File: src/rtl/arithmetic_core_v2.sv
// arithmetic_core_v2
// Streaming convolution arithmetic unit. One beat carries an N_CELL-wide
// activation/weight window plus a bias. The pipeline is:
//   S1 products -> S2 accumulate + bias -> S3 round/saturate/ReLU -> S4 pool/out
// A valid/ready handshake lets the output apply backpressure. While stalled,
// the whole pipeline freezes.
//
// Ports
//   clk        rising-edge clock
//   reset      asynchronous, active-low reset
//   in         packed signed activations, element k = in[k*CELL_BIT +: CELL_BIT]
//   weight     packed signed weights, same packing as in
//   bias       signed bias for this beat
//   shift      requant arithmetic right shift (0..15), rounds half toward +inf
//   en_relu    clamp negative results to zero
//   mp_len     pool window: 0 bypass, 1..3 -> window of 2..4 results
//   in_valid   beat present on the inputs
//   in_ready   core accepts a beat this cycle
//   out        signed result
//   out_valid  out holds a result
//   out_ready  downstream accepts out this cycle
module arithmetic_core_v2 #(
  parameter  int CELL_BIT = 8,
  parameter  int N_CELL   = 9,
  parameter  int BIAS_BIT = 16,
  parameter  int OUT_BIT  = 8,
  localparam int ACC_W    = 2*CELL_BIT + $clog2(N_CELL) + 1
) (
  input  logic                       clk,
  input  logic                       reset,
  input  logic [CELL_BIT*N_CELL-1:0] in,
  input  logic [CELL_BIT*N_CELL-1:0] weight,
  input  logic [BIAS_BIT-1:0]        bias,
  input  logic [3:0]                 shift,
  input  logic                       en_relu,
  input  logic [1:0]                 mp_len,
  input  logic                       in_valid,
  output logic                       in_ready,
  output logic [OUT_BIT-1:0]         out,
  output logic                       out_valid,
  input  logic                       out_ready
);

  // Saturation bounds in the widened requant domain.
  localparam logic signed [ACC_W:0] SAT_HI =
    {{(ACC_W-OUT_BIT+2){1'b0}}, {(OUT_BIT-1){1'b1}}};
  localparam logic signed [ACC_W:0] SAT_LO = ~SAT_HI;

  logic stall;

  always_comb begin
    stall    = out_valid && !out_ready;
    in_ready = !stall;
  end

  // ---------------- S1: element products ----------------
  logic                         s1_valid;
  logic signed [2*CELL_BIT-1:0] s1_prod [N_CELL];
  logic signed [BIAS_BIT-1:0]   s1_bias;
  logic [3:0]                   s1_shift;
  logic                         s1_relu;
  logic [1:0]                   s1_mp;

  always_ff @(posedge clk or negedge reset) begin
    if (!reset) begin
      s1_valid <= 1'b0;
      for (int unsigned k = 0; k < N_CELL; k++) s1_prod[k] <= '0;
      s1_bias  <= '0;
      s1_shift <= '0;
      s1_relu  <= 1'b0;
      s1_mp    <= '0;
    end else if (!stall) begin
      // in_ready is 1 whenever not stalled, so every valid beat is accepted.
      s1_valid <= in_valid;
      for (int unsigned k = 0; k < N_CELL; k++)
        s1_prod[k] <= $signed(in[k*CELL_BIT +: CELL_BIT]) *
                      $signed(weight[k*CELL_BIT +: CELL_BIT]);
      s1_bias  <= $signed(bias);
      s1_shift <= shift;
      s1_relu  <= en_relu;
      s1_mp    <= mp_len;
    end
  end

  // ---------------- S2: accumulate with bias ----------------
  logic signed [ACC_W-1:0] sum;

  always_comb begin
    sum = {{(ACC_W-BIAS_BIT){s1_bias[BIAS_BIT-1]}}, s1_bias};
    for (int unsigned k = 0; k < N_CELL; k++)
      sum = sum + {{(ACC_W-2*CELL_BIT){s1_prod[k][2*CELL_BIT-1]}}, s1_prod[k]};
  end

  logic                    s2_valid;
  logic signed [ACC_W-1:0] s2_acc;
  logic [3:0]              s2_shift;
  logic                    s2_relu;
  logic [1:0]              s2_mp;

  always_ff @(posedge clk or negedge reset) begin
    if (!reset) begin
      s2_valid <= 1'b0;
      s2_acc   <= '0;
      s2_shift <= '0;
      s2_relu  <= 1'b0;
      s2_mp    <= '0;
    end else if (!stall) begin
      s2_valid <= s1_valid;
      s2_acc   <= sum;
      s2_shift <= s1_shift;
      s2_relu  <= s1_relu;
      s2_mp    <= s1_mp;
    end
  end

  // ---------------- S3: round, saturate, ReLU ----------------
  // One extra bit of headroom keeps the rounding offset from wrapping.
  logic signed [ACC_W:0]     rq_sum;
  logic signed [ACC_W:0]     rq_shr;
  logic signed [OUT_BIT-1:0] rq_out;

  always_comb begin
    rq_sum = {s2_acc[ACC_W-1], s2_acc};
    if (s2_shift != 4'd0)
      rq_sum = rq_sum + ((ACC_W+1)'(1) << (s2_shift - 4'd1));
    rq_shr = rq_sum >>> s2_shift;
    if (rq_shr > SAT_HI)
      rq_out = SAT_HI[OUT_BIT-1:0];
    else if (rq_shr < SAT_LO)
      rq_out = SAT_LO[OUT_BIT-1:0];
    else
      rq_out = rq_shr[OUT_BIT-1:0];
    if (s2_relu && rq_out[OUT_BIT-1])
      rq_out = '0;
  end

  logic                      s3_valid;
  logic signed [OUT_BIT-1:0] s3_r;
  logic [1:0]                s3_mp;

  always_ff @(posedge clk or negedge reset) begin
    if (!reset) begin
      s3_valid <= 1'b0;
      s3_r     <= '0;
      s3_mp    <= '0;
    end else if (!stall) begin
      s3_valid <= s2_valid;
      s3_r     <= rq_out;
      s3_mp    <= s2_mp;
    end
  end

  // ---------------- S4: pooling and output register ----------------
  // win_len is latched at the first element, so mp_len changes on later
  // beats of the same window do not affect it.
  logic [1:0]                cnt;
  logic [1:0]                win_len;
  logic signed [OUT_BIT-1:0] m;
  logic signed [OUT_BIT-1:0] pool_max;

  always_comb pool_max = (s3_r > m) ? s3_r : m;

  always_ff @(posedge clk or negedge reset) begin
    if (!reset) begin
      out       <= '0;
      out_valid <= 1'b0;
      cnt       <= '0;
      win_len   <= '0;
      m         <= '0;
    end else if (!stall) begin
      // Not stalled means out is empty or being taken this cycle.
      out_valid <= 1'b0;
      if (s3_valid) begin
        if (cnt == 2'd0) begin
          if (s3_mp == 2'd0) begin
            out       <= s3_r;
            out_valid <= 1'b1;
          end else begin
            win_len <= s3_mp;
            m       <= s3_r;
            cnt     <= 2'd1;
          end
        end else if (cnt == win_len) begin
          out       <= pool_max;
          out_valid <= 1'b1;
          cnt       <= 2'd0;
        end else begin
          m   <= pool_max;
          cnt <= cnt + 2'd1;
        end
      end
    end
  end

endmodule

File: config.mk
export PLATFORM = sky130hd
export DESIGN_NAME = arithmetic_core_v2
export DESIGN_NICKNAME = d
export VERILOG_FILES = /design/src/rtl/arithmetic_core_v2.sv
export SDC_FILE = /design/constraint.sdc
export NUM_CORES = 2
export LEC_CHECK = 0
export ABC_AREA = 1
export CAP_MARGIN = 20
export CORE_MARGIN = 4
export CORE_UTILIZATION = 37
export CTS_BUF_LIST = sky130_fd_sc_hd__clkbuf_16
export DETAILED_ROUTE_END_ITERATION = 10
export GPL_TIMING_DRIVEN = 0
export PLACE_DENSITY_LB_ADDON = 0.15
export SLEW_MARGIN = 25
export SYNTH_ARGS = -nofsm -noshare
export SYNTH_HDL_FRONTEND = slang
export SYNTH_SLANG_ARGS = --single-unit
File: constraint.sdc
create_clock -name clk -period 8.29 [get_ports clk]
set_input_delay 2.0725 -clock clk [delete_from_list [all_inputs] [get_ports clk]]
set_output_delay 2.0725 -clock clk [all_outputs]
set_load 0.005 [all_outputs]
# Word-level counts from Yosys, hierarchy flattened
# Cells that the tools add are included.
classes:
  n_addsub: 12
  mul: 9
  n_lt_le_gt_ge: 3
  n_eq_ne: 4
  n_shift: 2
  muxes: 18
  n_bitwise: 2
  reduce_logical: 12
op_table:
  columns: ["cell", "count"]
  rows:
  - ["$mul A8 B8 Y16", 9]
  - ["$add A21 B21 Y21", 4]
  - ["$mux W8", 10]
  - ["$add A21 B22 Y22", 1]
  - ["$gt A22 B8 Y1 const B", 1]
  - ["$lt A22 B8 Y1 const B", 1]
  - ["$mux W22", 1]
  - ["$shl A1 B4 Y22 const A", 1]
  - ["$sshr A22 B4 Y22", 1]
  - ["$add A20 B16 Y21", 1]
  - ["$add A19 B16 Y20", 1]
  - ["$add A18 B16 Y19", 1]
  - ["$add A17 B16 Y18", 1]
  - ["$add A16 B16 Y17", 1]
  - ["$reduce_and A4 Y1", 3]
  - ["$gt A8 B8 Y1", 1]
  - ["$mux W2", 3]
  - ["$logic_not A2 Y1", 2]
  - ["$mux W1", 4]
  - ["$ne A2 B2 Y1 const B", 2]
  - ["$reduce_bool A4 Y1", 1]
  - ["$sub A4 B1 Y4 const B", 1]
  - ["$reduce_and A3 Y1", 1]
  - ["$add A2 B1 Y2 const B", 1]
  - ["other kinds (6)", 9]
totals:
  regBits: 229
  input_bits: 171
  out_inout_bits: 10
  elab_cells: 89

# Longest topological paths before layout
depth:
  word_depth: 10
  ltp_mapped: 35
  mapped_depth_nobuf: 33

# Least setup slack after synthesis
# No wires, ideal clock.
synth_path:
  path_kind: "input -> register"
  startpoint: "input port in[8]"
  endpoint: "register s1_prod[127] (netlist name)"
  setup_time_ns: 0.133
  t_arrival_ns: 6.171
  t_required_ns: 8.157
  setup_slack_ns: 1.985
  path_stages: 25
  n_path_buf: 1
  cell_sequence: "clkbuf_1 > or2_2 > fa_1 > fa_1 > inv_1 > fa_1 > inv_1 > fa_1 > inv_1 > ha_1 > nand4_1 > o221ai_1 > a21oi_1 > nor2_1 > nor2_1 > inv_1 > nand2_1 > inv_1 > nor2_1 > nor2_1 > o21ai_0 > nand2_1 > a21oi_1 > xor2_1 > o21ai_0"
synth_between:
  elab_chain_len: 1
synth_rtl:
  columns: ["item", "line", "text"]
  rows:
  - ["start: declaration", "31", "input logic [CELL_BIT*N_CELL-1:0] in,"]
  - ["$mul A8 B8 Y16", "76", "s1_prod[k] <= $signed(in[k*CELL_BIT +: CELL_BIT]) *"]
  - ["end signal: indexed assignment", "76", null]
  - ["end: declaration", "58", "logic signed [2*CELL_BIT-1:0] s1_prod [N_CELL];"]
# Every way passes these cells.
# A chain may end at the register's enable or synchronous reset.

# Worst setup path in the final report
layout_path:
  startpoint: "input port out_ready"
  endpoint: "output port in_ready"
layout_between:
  elab_chain_len: 3
layout_rtl:
  columns: ["item", "line", "text"]
  rows:
  - ["start: declaration", "41", "input logic out_ready"]
  - ["$logic_not A1 Y1", "52", "stall = out_valid && !out_ready;"]
  - ["$logic_and A1 B1 Y1", "52", null]
  - ["$logic_not A1 Y1", null, null]
  - ["end: declaration", "38", "output logic in_ready,"]
# Every way passes these cells.

==> flow_metrics.tcl <==
set metrics [dict create \
    yosys.area_share.simple_pct 17.6 \
    io_buffers 45 \
    crit_type "primary input to output pin" \
    register_area_um2 5730 \
    ys_async_sr_fraction_pct 100 \
    first_pass_iters 6 \
    path_max_fanout 10 \
    grt_pass1_wl_mm 161 \
    dp_hpwl_mm 84.1 \
    clock_latency_ns 0.57 \
    grt_max_degree 86 \
    holdWs_ns 0.482 \
    synth-main-ff-cell "dfrtp_1" \
    netlist_area_um2 37200 \
    fin_crit_sh_pct 85.5 \
    grt_pass1_vias 29100 \
    final_area_um2 40200 \
    cts.hold.buffers_added 0 \
    reg2reg_from "s1_prod[2]$_DFFE_PN0N_" \
    ctsResizeCount 0 \
    die_h_um 325 \
    ctsLongestPathBuffers 3 \
    synth.largest_area_cell "fa_1" \
    critical_path.endpoint "in_ready" \
    drt-total-wl_mm 98.3 \
    hold_violations 0 \
    routed_via_density 4.62 \
    maxCapViolCount 0 \
    ff2ff_setup_slack_ns 2.64 \
    netlist_top_cells_count "nand2_1, inv_1, fa_1" \
    ys_seq_elements 229 \
    htree_levels 1 \
    worstPathArrival_ns 5.01 \
    relSlewSlack_pct 30.9 \
    antenna_found_initial 7 \
    finalSetupViolCount 0 \
    cts-root-buf "clkbuf_16" \
    grt_usage_pct 19.0 \
    cts_tree "yes" \
    r2r-end "s2_acc[20]$_DFFE_PN0N_" \
    synthMuxAreaShare_pct 0.0807 \
    multi_input_area_um2 26200 \
    die_area_um2 106000 \
    synth_top_family_by_area "adder cells" \
    endpoint_kind "output pin" \
    wl_per_cell_um 16.2 \
    rows 116 \
    synthAdderAreaFrac_pct 44.3 \
    core_um2 100000 \
    cp-start-kind "primary input" \
    route.detailed.drc 0 \
    post-cts-setup-buffers 0 \
    drtIter0Drc 1411 \
    clkSlewWorstSetupHoldPaths_ns 0.06 \
    gp_congestion 0.878 \
    clkSinkCount 229 \
    die_x_um 325 \
    tightestPinTransition_ns 1.04 \
    skew_ns 0.0189 \
    synth_compound_area_share_pct 5.47 \
    worstHoldPathType "flop to flop" \
    dpl_cell_area_um2 39400 \
    status "finished, final reports clean" \
    rsz0062_at_grt "false" \
    ant_nets 0 \
    synth.avg_cell_area_um2 7.98 \
    synth_top_area_share_pct 33.8 \
    synth-xor-area-share_pct 3.04 \
    vias 28000 \
    start_util_pct 37.2 \
    cts_inserted_buffers 27 \
    ys_seq_area_share_pct 15.4 \
    r2r_cells 25 \
    min_period_ns 7.09 \
    finalMaxSlewViolations 0 \
    synth_area_leaders "fa_1, dfrtp_1, nand2_1" \
    drive_above_1_share_pct 3.44 \
    pin_count 181 \
    fillers 10400 \
    fmax_ghz 0.141 \
    synth-edff-count 0 \
    hp-start "s1_shift[0]$_DFFE_PN0N_" \
    worstPathRequired_ns 6.22 \
    yosysUniqueCellTypes 46 \
    syn_to_final_growth_pct 8.14 \
    synth_most_common_cell "nand2_1" \
    synth_fp_nets 5777 \
    synthCells 4667 \
    yosysWarnings 0 \
    gr-total-overflow 0 \
    crit_start "out_ready" \
    nNetsFinal 5853 \
]
state kept, by name, indices dropped and copies added (netlist names), 2 cells and up:
signal and flops:
s1_mp 2, s3_mp 2, s3_r 8, s2_mp 2, m 8, s1_prod 144
win_len 2, s1_bias 16, s2_shift 4, s2_acc 21, s1_shift 4, out 8
cnt 2
cell type report:
class | count | area share, %
inverters | 1190 | 11.1
clock buffers | 27 | 1.68
well taps | 1298 | 4.03
flip-flops and latches | 229 | 14.2
plain buffers | 204 | 1.96
repair buffers | 47 | 1.27
clock inverters | 23 | 0.491
diodes | 7 | 0.0435
multi-input cells | 3044 | 65.2
worst max-delay path, cell delays in order:
cell and delay (ns):
clkdlybuf4s50_1 0.40, nor2_1 0.62, clkbuf_1 0.43, inv_1 0.10, clkbuf_1 0.24, clkbuf_1 0.46
clkdlybuf4s50_1 0.67
per-stage QoR:
step           setup TNS [ns]  worst slack (ns)  instances  util [%]
2_1_floorplan               0              1.99       4667         -
3_3_place_gp         -1214.42             -5.33       6010      39.3
3_5_place_dp                0             0.594       6012      39.4
4_1_cts                     0              1.22       6062      40.2
5_1_grt                     0             0.899       6065      40.2
6_report                    0              1.20       6069      40.2
worst min path at each step:
stage / slack [ns] / cells after the start / to
finish: 0.48 / 2 / s1_shift[0]$_DFFE_PN0N_
global route: 0.49 / 2 / s1_shift[0]$_DFFE_PN0N_
CTS: 0.49 / 2 / s1_shift[0]$_DFFE_PN0N_
detailed placement: 0.47 / 2 / s1_shift[0]$_DFFE_PN0N_
global placement: 0.47 / 2 / s2_mp[1]$_DFFE_PN0N_
floorplan: 0.44 / 2 / s2_mp[0]$_DFFE_PN0N_
logic make-up (layout without fill, tap and decap cells):
kind of cell / after synthesis / after routing
AND/OR/NAND/NOR: 1599 / 1599
buffers and inverters: 1394 / 1491
adder cells (fa/ha/maj): 939 / 939
AO/OA/AOI/OAI: 374 / 374
flip-flops: 229 / 229
XOR/XNOR: 129 / 129
multiplexers: 3 / 3
other: 0 / 7
placed cells by master, fill, tap and decap left out, types with 4 or more instances in the layout:
cell type,synthesis,final
dfrtp_1,229,229
nand2_2,8,8
nor2_1,126,126
nand4_1,9,9
clkinv_2,0,5
o22ai_1,5,5
a21oi_1,117,117
nor3_1,8,8
o21ai_1,4,4
o221ai_1,4,4
or2_2,82,82
xnor2_1,82,82
clkbuf_1,190,187
clkdlybuf4s50_1,0,44
o21ai_0,185,185
buf_1,7,7
clkinv_1,2,9
o21bai_1,7,7
and2_1,8,8
nand3_1,167,167
diode_2,0,7
buf_2,5,5
o31ai_1,22,22
a31oi_1,16,16
nand2_1,1179,1179
clkbuf_16,0,27
ha_1,310,310
xor2_1,47,47
fa_1,629,629
inv_2,9,9
inv_1,1178,1181
per-layer routing:
metal	track usage (%)	share of wire, %	up-vias
met3	2.35	4.4	78
met5	0	0	-
met2	31.7	47	461
met4	3.64	2.3	0
li1	-	-	13800
met1	26.8	47	13700
Power is not shown: default switching activity piles up to over one toggle a cycle in this logic, so the estimate is an artifact.
